## config.mk

```make
export PLATFORM = sky130hd
export DESIGN_NAME = l2_ctrl_slave_flat
export DESIGN_NICKNAME = d
export VERILOG_FILES = /design/src/rtl/l2_ctrl_slave_if.sv /design/src/rtl/l2_ctrl_slave.sv /design/src/flat_wrapper.sv
export SDC_FILE = /design/constraint.sdc
export NUM_CORES = 1
export LEC_CHECK = 0
export ABC_AREA = 1
export ABC_CLOCK_PERIOD_IN_PS = 7200
export CORE_MARGIN = 1.5
export CORE_UTILIZATION = 50
export DETAILED_ROUTE_END_ITERATION = 10
export GPL_ROUTABILITY_DRIVEN = 0
export GPL_TIMING_DRIVEN = 1
export PLACE_DENSITY = 0.82
export SYNTH_ARGS = -nofsm -noshare
export SYNTH_HDL_FRONTEND = slang
export SYNTH_SLANG_ARGS = --single-unit
export TNS_END_PERCENT = 100
```

## constraint.sdc

```tcl
create_clock -name l2_clock_i -period 7.2 [get_ports l2_clock_i]
set_input_delay 0.72 -clock l2_clock_i [delete_from_list [all_inputs] [get_ports l2_clock_i]]
set_output_delay 0.72 -clock l2_clock_i [all_outputs]
set_load 0.02 [all_outputs]
```

## src/rtl/l2_ctrl_slave_if.sv

```systemverilog
// TileLink-UL A/D channel bundle between the interconnect and the L2 control slave.
// Master drives A and D-ready; slave drives A-ready and the D response.
// Carries no state of its own.
interface l2_ctrl_slave_if #(
    parameter int TL_RS = 3
);
    logic [2:0]       l2_a_opcode;
    logic [2:0]       l2_a_param;
    logic [3:0]       l2_a_size;
    logic [TL_RS-1:0] l2_a_source;
    logic [3:0]       l2_a_address;
    logic [3:0]       l2_a_mask;
    logic [31:0]      l2_a_data;
    logic             l2_a_corrupt;
    logic             l2_a_valid;
    logic             l2_a_ready;

    logic [2:0]       l2_d_opcode;
    logic [1:0]       l2_d_param;
    logic [3:0]       l2_d_size;
    logic [TL_RS-1:0] l2_d_source;
    logic             l2_d_denied;
    logic [31:0]      l2_d_data;
    logic             l2_d_corrupt;
    logic             l2_d_valid;
    logic             l2_d_ready;

    modport master (
        output l2_a_opcode, l2_a_param, l2_a_size, l2_a_source, l2_a_address,
               l2_a_mask, l2_a_data, l2_a_corrupt, l2_a_valid, l2_d_ready,
        input  l2_a_ready, l2_d_opcode, l2_d_param, l2_d_size, l2_d_source,
               l2_d_denied, l2_d_data, l2_d_corrupt, l2_d_valid
    );

    modport slave (
        input  l2_a_opcode, l2_a_param, l2_a_size, l2_a_source, l2_a_address,
               l2_a_mask, l2_a_data, l2_a_corrupt, l2_a_valid, l2_d_ready,
        output l2_a_ready, l2_d_opcode, l2_d_param, l2_d_size, l2_d_source,
               l2_d_denied, l2_d_data, l2_d_corrupt, l2_d_valid
    );
endinterface

```

## src/rtl/l2_ctrl_slave.sv

```systemverilog
// L2 control/status TL-UL slave: config, way-enable, flush address and a flush request engine.
// Latency: D response registered one cycle after A accept; one outstanding response.
// Backpressure: a_ready is low while a response waits for d_ready.
module l2_ctrl_slave #(
    parameter int          TL_RS     = 3,
    parameter int          WAYS      = 4,
    parameter int          FA_W      = 32,
    parameter logic [31:0] CFG_VALUE = 32'h07090401
) (
    input  logic            l2_clock_i,
    input  logic            l2_reset_i,
    l2_ctrl_slave_if.slave  tl,
    output logic [WAYS-1:0] way_enable_o,
    output logic            flush_req_o,
    output logic [FA_W-1:0] flush_addr_o,
    input  logic            flush_ack_i,
    input  logic            flush_done_i,
    output logic            flush_irq_o
);
    typedef enum logic [1:0] {ST_IDLE, ST_REQ, ST_WAIT} state_e;

    state_e           state_q, state_d;
    logic [WAYS-1:0]  way_en_q, way_en_d;
    logic [FA_W-1:0]  faddr_q, faddr_d;
    logic [FA_W-1:0]  flat_q, flat_d;
    logic             done_q, done_d;
    logic             irq_en_q, irq_en_d;

    logic             d_valid_q, d_valid_d;
    logic [2:0]       d_opcode_q, d_opcode_d;
    logic [3:0]       d_size_q, d_size_d;
    logic [TL_RS-1:0] d_source_q, d_source_d;
    logic             d_denied_q, d_denied_d;
    logic [31:0]      d_data_q, d_data_d;

    logic             accept, is_get, is_put, busy, start_bit, deny, wr_ok;
    logic [1:0]       reg_sel;
    logic [31:0]      bmask, rdata, old_val, merged;
    logic             unused_ok;

    assign unused_ok = ^{tl.l2_a_param, tl.l2_a_address[1:0]};

    // Decode the A beat: acceptance, deny rules, read mux and byte-lane merge.
    always_comb begin
        accept    = tl.l2_a_valid && !d_valid_q;
        is_get    = (tl.l2_a_opcode == 3'd4);
        is_put    = (tl.l2_a_opcode == 3'd0) || (tl.l2_a_opcode == 3'd1);
        busy      = (state_q != ST_IDLE);
        reg_sel   = tl.l2_a_address[3:2];
        start_bit = tl.l2_a_mask[0] && tl.l2_a_data[0];
        deny      = (!is_get && !is_put) || (tl.l2_a_size != 4'd2) ||
                    (is_put && (tl.l2_a_corrupt || (reg_sel == 2'd0) ||
                                ((reg_sel == 2'd2) && busy) ||
                                ((reg_sel == 2'd3) && start_bit && busy)));
        wr_ok     = accept && is_put && !deny;
        bmask     = {{8{tl.l2_a_mask[3]}}, {8{tl.l2_a_mask[2]}},
                     {8{tl.l2_a_mask[1]}}, {8{tl.l2_a_mask[0]}}};
        case (reg_sel)
            2'd0:    rdata = CFG_VALUE;
            2'd1:    rdata = 32'(way_en_q);
            2'd2:    rdata = 32'(faddr_q);
            default: rdata = {29'd0, irq_en_q, done_q, busy};
        endcase
        old_val = (reg_sel == 2'd1) ? 32'(way_en_q) : 32'(faddr_q);
        merged  = (old_val & ~bmask) | (tl.l2_a_data & bmask);
    end

    // Next state for the response slot, registers and flush FSM; DONE set is applied last so it wins.
    always_comb begin
        state_d    = state_q;
        way_en_d   = way_en_q;
        faddr_d    = faddr_q;
        flat_d     = flat_q;
        done_d     = done_q;
        irq_en_d   = irq_en_q;
        d_valid_d  = d_valid_q;
        d_opcode_d = d_opcode_q;
        d_size_d   = d_size_q;
        d_source_d = d_source_q;
        d_denied_d = d_denied_q;
        d_data_d   = d_data_q;

        if (accept) begin
            d_valid_d  = 1'b1;
            d_opcode_d = is_get ? 3'd1 : 3'd0;
            d_size_d   = tl.l2_a_size;
            d_source_d = tl.l2_a_source;
            d_denied_d = deny;
            d_data_d   = (is_get && !deny) ? rdata : 32'd0;
        end else if (d_valid_q && tl.l2_d_ready) begin
            d_valid_d  = 1'b0;
        end

        if (wr_ok) begin
            case (reg_sel)
                2'd1: way_en_d = merged[WAYS-1:0];
                2'd2: faddr_d  = merged[FA_W-1:0];
                2'd3: begin
                    if (tl.l2_a_mask[0]) begin
                        irq_en_d = tl.l2_a_data[2];
                        if (tl.l2_a_data[1]) done_d = 1'b0;
                    end
                end
                default: ;
            endcase
        end

        case (state_q)
            ST_IDLE: begin
                if (wr_ok && (reg_sel == 2'd3) && start_bit) begin
                    state_d = ST_REQ;
                    flat_d  = faddr_q;
                end
            end
            ST_REQ:  if (flush_ack_i) state_d = ST_WAIT;
            ST_WAIT: begin
                if (flush_done_i) begin
                    state_d = ST_IDLE;
                    done_d  = 1'b1;
                end
            end
            default: state_d = ST_IDLE;
        endcase
    end

    // State registers; reset also discards any pending response.
    always_ff @(posedge l2_clock_i or posedge l2_reset_i) begin
        if (l2_reset_i) begin
            state_q    <= ST_IDLE;
            way_en_q   <= '0;
            faddr_q    <= '0;
            flat_q     <= '0;
            done_q     <= 1'b0;
            irq_en_q   <= 1'b0;
            d_valid_q  <= 1'b0;
            d_opcode_q <= '0;
            d_size_q   <= '0;
            d_source_q <= '0;
            d_denied_q <= 1'b0;
            d_data_q   <= '0;
        end else begin
            state_q    <= state_d;
            way_en_q   <= way_en_d;
            faddr_q    <= faddr_d;
            flat_q     <= flat_d;
            done_q     <= done_d;
            irq_en_q   <= irq_en_d;
            d_valid_q  <= d_valid_d;
            d_opcode_q <= d_opcode_d;
            d_size_q   <= d_size_d;
            d_source_q <= d_source_d;
            d_denied_q <= d_denied_d;
            d_data_q   <= d_data_d;
        end
    end

    assign tl.l2_a_ready   = !d_valid_q;
    assign tl.l2_d_valid   = d_valid_q;
    assign tl.l2_d_opcode  = d_opcode_q;
    assign tl.l2_d_param   = 2'd0;
    assign tl.l2_d_size    = d_size_q;
    assign tl.l2_d_source  = d_source_q;
    assign tl.l2_d_denied  = d_denied_q;
    assign tl.l2_d_data    = d_data_q;
    assign tl.l2_d_corrupt = 1'b0;

    assign way_enable_o = way_en_q;
    assign flush_req_o  = (state_q == ST_REQ);
    assign flush_addr_o = flat_q;
    assign flush_irq_o  = done_q && irq_en_q;
endmodule

```

## src/flat_wrapper.sv

```systemverilog
// flat-port wrapper written by rule: the top's interface ports become plain ports
module l2_ctrl_slave_flat 
#(
    parameter int          TL_RS     = 3,
    parameter int          WAYS      = 4,
    parameter int          FA_W      = 32,
    parameter logic [31:0] CFG_VALUE = 32'h07090401
)
  (l2_clock_i, l2_reset_i, way_enable_o, flush_req_o, flush_addr_o, flush_ack_i, flush_done_i, flush_irq_o, tl_l2_a_opcode, tl_l2_a_param, tl_l2_a_size, tl_l2_a_source, tl_l2_a_address, tl_l2_a_mask, tl_l2_a_data, tl_l2_a_corrupt, tl_l2_a_valid, tl_l2_d_ready, tl_l2_a_ready, tl_l2_d_opcode, tl_l2_d_param, tl_l2_d_size, tl_l2_d_source, tl_l2_d_denied, tl_l2_d_data, tl_l2_d_corrupt, tl_l2_d_valid);
  l2_ctrl_slave_if #(.TL_RS(TL_RS)) tl_i ();
  input  logic l2_clock_i;
  input  logic l2_reset_i;
  output logic [WAYS-1:0] way_enable_o;
  output logic flush_req_o;
  output logic [FA_W-1:0] flush_addr_o;
  input  logic flush_ack_i;
  input  logic flush_done_i;
  output logic flush_irq_o;
  input wire logic [$bits(tl_i.l2_a_opcode)-1:0] tl_l2_a_opcode;
  input wire logic [$bits(tl_i.l2_a_param)-1:0] tl_l2_a_param;
  input wire logic [$bits(tl_i.l2_a_size)-1:0] tl_l2_a_size;
  input wire logic [$bits(tl_i.l2_a_source)-1:0] tl_l2_a_source;
  input wire logic [$bits(tl_i.l2_a_address)-1:0] tl_l2_a_address;
  input wire logic [$bits(tl_i.l2_a_mask)-1:0] tl_l2_a_mask;
  input wire logic [$bits(tl_i.l2_a_data)-1:0] tl_l2_a_data;
  input wire logic [$bits(tl_i.l2_a_corrupt)-1:0] tl_l2_a_corrupt;
  input wire logic [$bits(tl_i.l2_a_valid)-1:0] tl_l2_a_valid;
  input wire logic [$bits(tl_i.l2_d_ready)-1:0] tl_l2_d_ready;
  output wire logic [$bits(tl_i.l2_a_ready)-1:0] tl_l2_a_ready;
  output wire logic [$bits(tl_i.l2_d_opcode)-1:0] tl_l2_d_opcode;
  output wire logic [$bits(tl_i.l2_d_param)-1:0] tl_l2_d_param;
  output wire logic [$bits(tl_i.l2_d_size)-1:0] tl_l2_d_size;
  output wire logic [$bits(tl_i.l2_d_source)-1:0] tl_l2_d_source;
  output wire logic [$bits(tl_i.l2_d_denied)-1:0] tl_l2_d_denied;
  output wire logic [$bits(tl_i.l2_d_data)-1:0] tl_l2_d_data;
  output wire logic [$bits(tl_i.l2_d_corrupt)-1:0] tl_l2_d_corrupt;
  output wire logic [$bits(tl_i.l2_d_valid)-1:0] tl_l2_d_valid;
  assign tl_i.l2_a_opcode = tl_l2_a_opcode;
  assign tl_i.l2_a_param = tl_l2_a_param;
  assign tl_i.l2_a_size = tl_l2_a_size;
  assign tl_i.l2_a_source = tl_l2_a_source;
  assign tl_i.l2_a_address = tl_l2_a_address;
  assign tl_i.l2_a_mask = tl_l2_a_mask;
  assign tl_i.l2_a_data = tl_l2_a_data;
  assign tl_i.l2_a_corrupt = tl_l2_a_corrupt;
  assign tl_i.l2_a_valid = tl_l2_a_valid;
  assign tl_i.l2_d_ready = tl_l2_d_ready;
  assign tl_l2_a_ready = tl_i.l2_a_ready;
  assign tl_l2_d_opcode = tl_i.l2_d_opcode;
  assign tl_l2_d_param = tl_i.l2_d_param;
  assign tl_l2_d_size = tl_i.l2_d_size;
  assign tl_l2_d_source = tl_i.l2_d_source;
  assign tl_l2_d_denied = tl_i.l2_d_denied;
  assign tl_l2_d_data = tl_i.l2_d_data;
  assign tl_l2_d_corrupt = tl_i.l2_d_corrupt;
  assign tl_l2_d_valid = tl_i.l2_d_valid;
  l2_ctrl_slave #(.TL_RS(TL_RS), .WAYS(WAYS), .FA_W(FA_W), .CFG_VALUE(CFG_VALUE)) u_core (.l2_clock_i(l2_clock_i), .l2_reset_i(l2_reset_i), .tl(tl_i), .way_enable_o(way_enable_o), .flush_req_o(flush_req_o), .flush_addr_o(flush_addr_o), .flush_ack_i(flush_ack_i), .flush_done_i(flush_done_i), .flush_irq_o(flush_irq_o));
endmodule
```

==> reports/metrics.cfg <==
[outcome]
run_status = finished clean

[floorplanning]
total_i_o_pin_count = 146
coreArea_sq_um = 9860
dieArea_sq_um = 10900
die_width_um = 104
die_y_um = 104
start_util = 0.520
floorplan.rows = 36

[clock_tree]
tritoncts_clock_tree = built
clkLatencyLatePin_ns = 0.52
ctsHoldBuffers = 0
cts_resized = 0
clock_root_buffer = sky130_fd_sc_hd__clkbuf_8
cts_post_setup_buffers_inserted = 0
numCtsBuffers = 17
cts.path.max_buffers = 2
clk_pin_slew_ns = 0.06
h-tree-depth = 4
cts.sinks = 114

[critical_path]
regToRegEndpoint = u_core.faddr_q[22]
path_class = in2reg
critical_path.endpoint_type = register
ff2ff_setup_slack_ns = 4.83
crit_top_cell = sky130_fd_sc_hd__nand2_1
worstPathCellList = clkdlybuf4s50_1, inv_1, nand2_1, clkinv_1, nand4_1, buf_4, nand2_1, nand2_1
r2r_depth = 8
crit_path_start = tl_l2_a_address[2]
crit_end = u_core.faddr_q[27]
cp-start-kind = primary input
r2r_start = u_core.tl.l2_d_valid
critical_path.max_fanout = 32
worstPathRequired_ns = 7.65
worst_path_largest_cell_delay_ns = 0.80
crit_slowest_cell = sky130_fd_sc_hd__clkinv_1
arrival_time_at_the_worst_endpoint_ns = 3.30

[timing]
final-hold-violation-count = 0
clock-skew-final_ns = 0.00551
worst_pin_slew_ns = 1.14
rsz_0062_raised_after_global_routing = no
final_max_slew_violation_count = 0
final.min_clock_period_ns = 2.85
layout_worst_path_cycle_share = 0.396
finalWorstSetupSlack_ns = 4.35
max_clock_freq_ghz = 0.350
max_slew_headroom = 0.236
finalSetupViolCount = 0
setup_total_negative_slack_ns = 0

[yosys]
netlist_area_sq_um = 5130
synth.largest_area_cell = sky130_fd_sc_hd__dfrtp_1
synth-seq-cells = 114
synthDistinctLibCells = 27
synthArstFlopShare = 1.00
synth_top_area_share = 0.557
synthesis.area_per_instance_sq_um = 7.90
synth_compound_gate_area_share = 0.0564
synth_top_family_by_area = simple AND/OR/NAND/NOR gates
synth.top_cells.by_count = 360 x sky130_fd_sc_hd__nand2_1, 114 x sky130_fd_sc_hd__dfrtp_1, 44 x sky130_fd_sc_hd__o21ai_0, 36 x sky130_fd_sc_hd__nand3_1, 18 x sky130_fd_sc_hd__inv_1
yosys.cell_count.top_type = sky130_fd_sc_hd__nand2_1
cell_count_after_synthesis = 649
synth_top_flop_cell = sky130_fd_sc_hd__dfrtp_1
synth_fa_ha_area_frac = 0
yosys_warnings = 0
post_synth_and_or_nand_nor_area_fraction = 0.336
synth_xor_xnor_area_share = 0
synth_area_leaders = sky130_fd_sc_hd__dfrtp_1 56%, sky130_fd_sc_hd__nand2_1 26%, sky130_fd_sc_hd__o21ai_0 4.3%, sky130_fd_sc_hd__nand3_1 3.5%, sky130_fd_sc_hd__buf_4 1.6%
synth_enable_flop_cells = 0
synth_sequential_area_ratio = 0.557
multiplexer_share_of_the_synthesized_area = 0

[drt]
antenna_violating_nets_post_route = 0
first_pass_iters = 5
detail_route.wirelength_mm = 14.6
dr.first_iter.drc_count = 349
via_count = 4920
post_drt_via_cell_ratio = 5.32
routed_wire_length_per_instance_um = 15.7
drc = 0

[power]
power.ir.vdd_worst_mv = 0.131
power_leakage_nw = 3.52
power_density_nw_per_um2 = 227

[run]
timing.max_cap.violations = 0

[final_layout]
n_antenna_cell = 0
area_added_between_synthesis_and_finish_pct = 38.4
drive_above_1_share = 0.0619
final_net_count = 839
utilization = 0.719

[global_routing]
grt_pass1_wl_mm = 24.3
final_global_route_overflow_total = 0
grt_usage = 0.283
pin_count_of_the_biggest_net_entering_global_routing = 66
via_count_of_the_first_global_routing_pass = 4856
antenna_found_initial = 0

[placement]
preCtsSetupSlack_ns = 3.97
portBuffers = 135
dpl.hpwl_mm = 9.05

[hold_path]
cell_depth_of_the_worst_min_delay_path = 2
hold_class = reg2reg

cell usage in the layout (no fill, tap or decap), types with 5 or more instances in the layout:
cell                              instances
sky130_fd_sc_hd__conb_1                   5
sky130_fd_sc_hd__nand2_1                360
sky130_fd_sc_hd__clkdlybuf4s50_1        135
sky130_fd_sc_hd__dfrtp_1                114
sky130_fd_sc_hd__o21ai_0                 44
sky130_fd_sc_hd__inv_1                   17
sky130_fd_sc_hd__nor2_1                  14
sky130_fd_sc_hd__nand4_1                  5
sky130_fd_sc_hd__nand3_1                 36
sky130_fd_sc_hd__clkbuf_16               16
sky130_fd_sc_hd__clkinv_4                 5
critical path, delay by kind of cell:
kind / cells / cell delay (ns)
buffers and inverters: 4 / 1.83
AND/OR/NAND/NOR: 4 / 0.74
through the flow:
| stage | power, W | hold WS [ns] | std cells | area [sq um] |
|---|---|---|---|---|
| 2_1_floorplan | 0.000744 | 0.464 | 653 | 5140 |
| 3_3_place_gp | 0.000810 | 0.462 | 893 | 6520 |
| 3_5_place_dp | 0.000814 | 0.465 | 893 | 6520 |
| 4_1_cts | 0.00162 | 0.482 | 925 | 7090 |
| 5_1_grt | 0.00167 | 0.498 | 925 | 7090 |
| 6_report | 0.00161 | 0.477 | 925 | 7090 |
routing by layer:
| layer | up-vias | GRT usage | share of wire |
|---|---|---|---|
| li1 | 2293 | - | - |
| met1 | 2342 | 0.380 | 0.43 |
| met2 | 262 | 0.456 | 0.49 |
| met3 | 23 | 0.0526 | 0.071 |
| met4 | 0 | 0.110 | 0.015 |
| met5 | - | 0 | 0 |
registers in the layout, indices dropped and copies added (netlist names):
register and flops:
u_core.irq_en_q 1, u_core.faddr_q 32, u_core.state_q 2, u_core.tl.l2_d_source 3
u_core.tl.l2_d_opcode 1, u_core.way_enable_o 4, u_core.done_q 1, u_core.tl.l2_d_valid 1
u_core.flush_addr_o 32, u_core.tl.l2_d_size 4, u_core.tl.l2_d_data 32, u_core.tl.l2_d_denied 1
report_power, final:
group	switching (W)	internal (W)
combinational	0.0000842	0.0000589
sequential	0.00000757	0.000653
clock	0.000314	0.000495
final cells by class:
| cell class | instances | area [sq um] |
|---|---|---|
| clock buffers | 17 | 414 |
| repair buffers | 139 | 1380 |
| inverters | 23 | 88.8 |
| multi-input cells | 484 | 2030 |
| clock inverters | 15 | 160 |
| flip-flops and latches | 114 | 2850 |
| well taps | 133 | 166 |
| fillers | 734 | 2770 |
logic make-up after synthesis:
family | Yosys count
AOI/OAI and AO/OA | 54
buffers and inverters | 55
DFF | 114
other | 1
and+or+nand+nor | 425
worst min-delay path by stage:
stage | startpoint | endpoint | slack (ns)
floorplan | u_core.faddr_q[10] | u_core.flush_addr_o[10] | 0.46
global placement | u_core.tl.l2_d_source[0] | u_core.tl.l2_d_source[0] | 0.46
detailed placement | u_core.flush_addr_o[20] | u_core.flush_addr_o[20] | 0.46
CTS | u_core.flush_addr_o[20] | u_core.flush_addr_o[20] | 0.48
global route | u_core.flush_addr_o[23] | u_core.flush_addr_o[23] | 0.50
finish | u_core.tl.l2_d_source[1] | u_core.tl.l2_d_source[1] | 0.48
(Power assumes the default switching activity.)
==> edit 1, RTL diff (same settings) <==
`WAYS` is set to 4 in 2 places; all go to 3.
--- a/src/rtl/l2_ctrl_slave.sv
+++ b/src/rtl/l2_ctrl_slave.sv
@@ -3,7 +3,7 @@
 // Backpressure: a_ready is low while a response waits for d_ready.
 module l2_ctrl_slave #(
     parameter int          TL_RS     = 3,
-    parameter int          WAYS      = 4,
+    parameter int          WAYS      = 3,
     parameter int          FA_W      = 32,
     parameter logic [31:0] CFG_VALUE = 32'h07090401
 ) (
--- a/src/flat_wrapper.sv
+++ b/src/flat_wrapper.sv
@@ -2,7 +2,7 @@
 module l2_ctrl_slave_flat 
 #(
     parameter int          TL_RS     = 3,
-    parameter int          WAYS      = 4,
+    parameter int          WAYS      = 3,
     parameter int          FA_W      = 32,
     parameter logic [31:0] CFG_VALUE = 32'h07090401
 )
Interface: changed (resized way_enable_o); port bits go from 146 to 145. The function was not compared with the original's and may differ.
==> edit 1 against the original RTL <==
Synthesized area rose by 4.7%. Routed wire length rose by 1.6%. Total power increased by 5.6%. Via count rose by 6.0%. Sequential cell count decreased by 1. Worst setup slack got worse by 1.3 ns. Non-clock buffer count fell by 1. Cell area is 2.9% higher. Critical path type unchanged. Largest cell class unchanged. Highest routed layer unchanged.
==> edit 1: results <==
metrics = {
    "placement": {
        "dpl.hpwl_mm": 9.52,
        "place_inst": 892,
        "numPortBuffers": 134,
        "placed_area_sq_um": 6680,
        "pre_cts_ws_ns": 2.60,
    },
    "logic_synthesis": {
        "synth.area.top_cells": "dfrtp_1 53%, nand2_1 20%, nand4_1 8.2%",
        "synth_cell_type_count": 26,
        "postSynthAreaPerCell_sq_um": 8.08,
        "synth.yosys.seq_area_share_pct": 52.7,
        "async_flop_share_pct": 100,
        "ys.flop_type": "dfrtp_1",
        "synth_warnings": 0,
        "netlist_top_cells_count": "291 x nand2_1, 113 x dfrtp_1, 70 x nand4_1, 41 x nand3_1, 25 x o21ai_1",
    },
    "clock_network": {
        "cts_root_buf": "clkbuf_8",
        "clockBufferDepth": 2,
        "path_clk_slew_ns": 0.05,
        "numCtsBuffers": 17,
        "cts_setup_buffers": 0,
        "htreeDepth": 4,
    },
    "critical_path": {
        "arrival_ns": 4.49,
        "slowest_delay_ns": 1.06,
        "r2r_slack_ns": 3.34,
        "crit_family": "simple AND/OR/NAND/NOR gates",
        "cp_slowest_cell": "nor3_4",
        "crit_fanout": 47,
    },
    "grt": {
        "gr-usage-met2_pct": 43.6,
        "grt_pass1_wl_mm": 24.2,
        "gr-usage-all-layers_pct": 26.8,
        "grt_max_degree": 79,
        "grt_pass1_vias": 4950,
        "met3_usage_pct": 4.62,
        "globalRouteMet1Util_pct": 35.1,
    },
    "layout": {
        "nets": 835,
        "drive_gt1_share_pct": 6.98,
        "fill_cells": 804,
        "stdcell_count": 924,
    },
    "timing": {
        "tightest_slew_ns": 1.09,
        "fin_skew_ns": 0.0112,
        "period_share_pct": 57.0,
        "holdWs_ns": 0.477,
    },
    "drt": {
        "dr.pass1.iters": 5,
        "met1Wirelength_mm": 5.81,
        "wl_per_cell_microns": 16.0,
        "wl_met3_mm": 1.04,
        "vias": 5213,
        "routed-wl-met2_mm": 7.47,
        "drt-initial-drc-count": 394,
    },
    "run_status": {
        "status": "finished clean",
    },
    "pwr": {
        "worst_ir_drop_vdd_v": 0.000151,
        "internal_power_uw": 1310,
        "leakagePower_uw": 0.00359,
    },
    "worst_hold_path": {
        "hold_class": "register to register",
    },
}
==> edit 1: changes by cell type after synthesis, moves of 5 or more <==
cell      before  now
nand3_1       36   41
nand2_1      360  291
nand4_1        5   70
buf_2          8   13
o21ai_1        0   25
o21ai_0       44   19
clkbuf_1      13   21
==> edit 1: power groups by stage <==
stage	Sequential, uW	Combinational, uW	Clock (uW)
2_1_floorplan	680	72.7	0
3_3_place_gp	667	153	0
3_5_place_dp	667	157	0
4_1_cts	657	158	896
5_1_grt	658	171	927
6_report	657	157	889
==> edit 1: path summary, 6_finish.rpt <==
check	startpoint	to	cells after the start
max	tl_l2_a_valid	u_core.faddr_q[30]	7
min	u_core.tl.l2_d_data[8]	u_core.tl.l2_d_data[8]	2
max reg2reg	u_core.tl.l2_d_valid	u_core.faddr_q[30]	7
min reg2reg	u_core.tl.l2_d_data[8]	u_core.tl.l2_d_data[8]	2
max in group asynchronous	l2_reset_i	u_core.flush_addr_o[7]	3
min in group asynchronous	l2_reset_i	u_core.flush_addr_o[19]	2
==> edit 1: cell type report <==
| class | instances | area (sq um) | share of cell area (%) |
|---|---|---|---|
| Clock inverter | 11 | 185 | 2.54 |
| Sequential cell | 113 | 2830 | 38.7 |
| Tap cell | 136 | 170 | 2.33 |
| Multi-Input combinational cell | 479 | 2210 | 30.2 |
| Clock buffer | 21 | 439 | 6.02 |
| Inverter | 26 | 100 | 1.37 |
| Timing Repair Buffer | 138 | 1370 | 18.8 |
==> edit 1: kinds of logic (layout without fill, tap and decap cells) <==
group                  count (synthesis)  count (layout)  share of synthesized area, %
AOI/OAI and AO/OA                     50              50                          4.80
buffers and inverters                 76             196                          6.60
other                                  1               5                        0.0699
and+or+nand+nor                      424             424                          35.8
DFF                                  113             113                          52.7
==> edit 2, RTL diff (config.mk and constraints unchanged) <==
Made on the original files. The 3 states of `state_e` get a one-hot encoding in 3 bits.
--- a/src/rtl/l2_ctrl_slave.sv
+++ b/src/rtl/l2_ctrl_slave.sv
@@ -17,7 +17,7 @@
     input  logic            flush_done_i,
     output logic            flush_irq_o
 );
-    typedef enum logic [1:0] {ST_IDLE, ST_REQ, ST_WAIT} state_e;
+    typedef enum logic [2:0] {ST_IDLE = 3'b001, ST_REQ = 3'b010, ST_WAIT = 3'b100} state_e;
 
     state_e           state_q, state_d;
     logic [WAYS-1:0]  way_en_q, way_en_d;
Check against the original RTL: no difference found for any inputs over 4 cycles, from zero or initial values and one cycle with l2_reset_i high; so few cycles prove little.
==> edit 2 against the original RTL <==
Total power increased by 3.3%. Final cell count fell by 15%. Clock skew increased by 0.0024 ns. Sequential cell count rose by 1. Die area is 6.6% lower. Worst setup slack lost 0.20 ns. Routed wire length fell by 19%. Cell area fell by 4.5%. Synthesized area is 6.8% lower. Highest routed layer unchanged.
==> edit 2: results <==
metrics = {
    "grt": {
        "gr-usage-all-layers_pct": 24.7,
        "grt_pass1_wl_mm": 19.0,
        "globalRouteMet1Util_pct": 29.0,
        "met3_usage_pct": 8.74,
        "grt_pass1_vias": 3962,
    },
    "layout": {
        "drive_gt1_share_pct": 10.5,
        "fill_cells": 683,
        "nets": 705,
    },
    "pwr": {
        "clock_power_share_pct": 51.8,
        "seq_power_uw": 669,
        "leakagePower_uw": 0.00323,
        "worst_ir_drop_vdd_v": 0.000156,
    },
    "logic_synthesis": {
        "synth.area.top_cells": "dfrtp_1 60%, nand2_1 12%, o21ai_0 7.0%",
        "netlist_top_cells_count": "154 x nand2_1, 114 x dfrtp_1, 67 x o21ai_0, 56 x inv_1, 24 x o21ai_1",
        "synth_cell_type_count": 37,
        "postSynthAreaPerCell_sq_um": 9.41,
        "synth.yosys.seq_area_share_pct": 60.3,
    },
    "placement": {
        "pre_cts_ws_ns": 3.61,
        "placed_area_sq_um": 6160,
    },
    "critical_path": {
        "arrival_ns": 3.39,
        "crit_fanout": 59,
    },
    "drt": {
        "met1Wirelength_mm": 4.74,
        "drt-initial-drc-count": 188,
        "wl_per_cell_microns": 15.0,
        "routed-wl-met2_mm": 5.93,
        "routed_via_density": 5.02,
    },
    "clock_network": {
        "clkLatencyLatePin_ns": 0.50,
    },
    "timing": {
        "tightest_slew_ns": 1.01,
        "fin_skew_ns": 0.00787,
    },
    "run_status": {
        "status": "finished clean",
    },
}
-- edit 2: cell types whose count changed in the layout (fill, tap and decap cells not counted), moves of 3 or more --
cell      change
nand2_1     -207
inv_1        +38
nand3_1      -31
o21ai_1      +24
o21ai_0      +23
o21ai_2      +10
nand2_2       +6
clkinv_4      -5
nand4_1       -4
buf_4         -3
clkbuf_8      +3
inv_6         -3
nor2_2        +3
-- edit 2: kinds of logic after synthesis --
family / count (synthesis) / share of synthesized area (%)
AO/OA/AOI/OAI: 113 / 13.4
buffers and inverters: 83 / 8.14
flip-flops: 115 / 60.3
AND/OR/NAND/NOR: 196 / 18.1
other: 1 / 0.0785
-- edit 2: worst paths after layout --
check | from | to | slack, ns | cells after the start
worst max-delay path | tl_l2_a_valid | u_core.flush_addr_o[28] | 4.15 | 8
worst min-delay path | u_core.flush_addr_o[24] | u_core.flush_addr_o[24] | 0.47 | 2
worst max register to register | u_core.tl.l2_d_valid | u_core.flush_addr_o[28] | 4.37 | 8
worst min register to register | u_core.flush_addr_o[24] | u_core.flush_addr_o[24] | 0.47 | 2
max in group asynchronous | l2_reset_i | u_core.tl.l2_d_data[26] | 5.30 | 3
min in group asynchronous | l2_reset_i | u_core.faddr_q[20] | 0.65 | 2
-- edit 2: worst max-delay path, cell delays in order --
cell and delay (ns):
clkdlybuf4s50_1 0.47, nand2_2 0.54, nor2_2 0.48, nand4_4 0.20, nor2_4 0.25, inv_2 0.43
nand2_1 0.19, o21ai_0 0.09
-- edit 2: layout make-up --
type                       instances  area [sq um]  share of cell area (%)
timing repair buffer             136          1360                    20.1
sequential                       115          2880                    42.5
clock buffer                      21           459                    6.78
clock inverter                    10           155                    2.29
inverter                          61           231                    3.42
tap                              129           161                    2.38
multi-input combinational        314          1530                    22.6
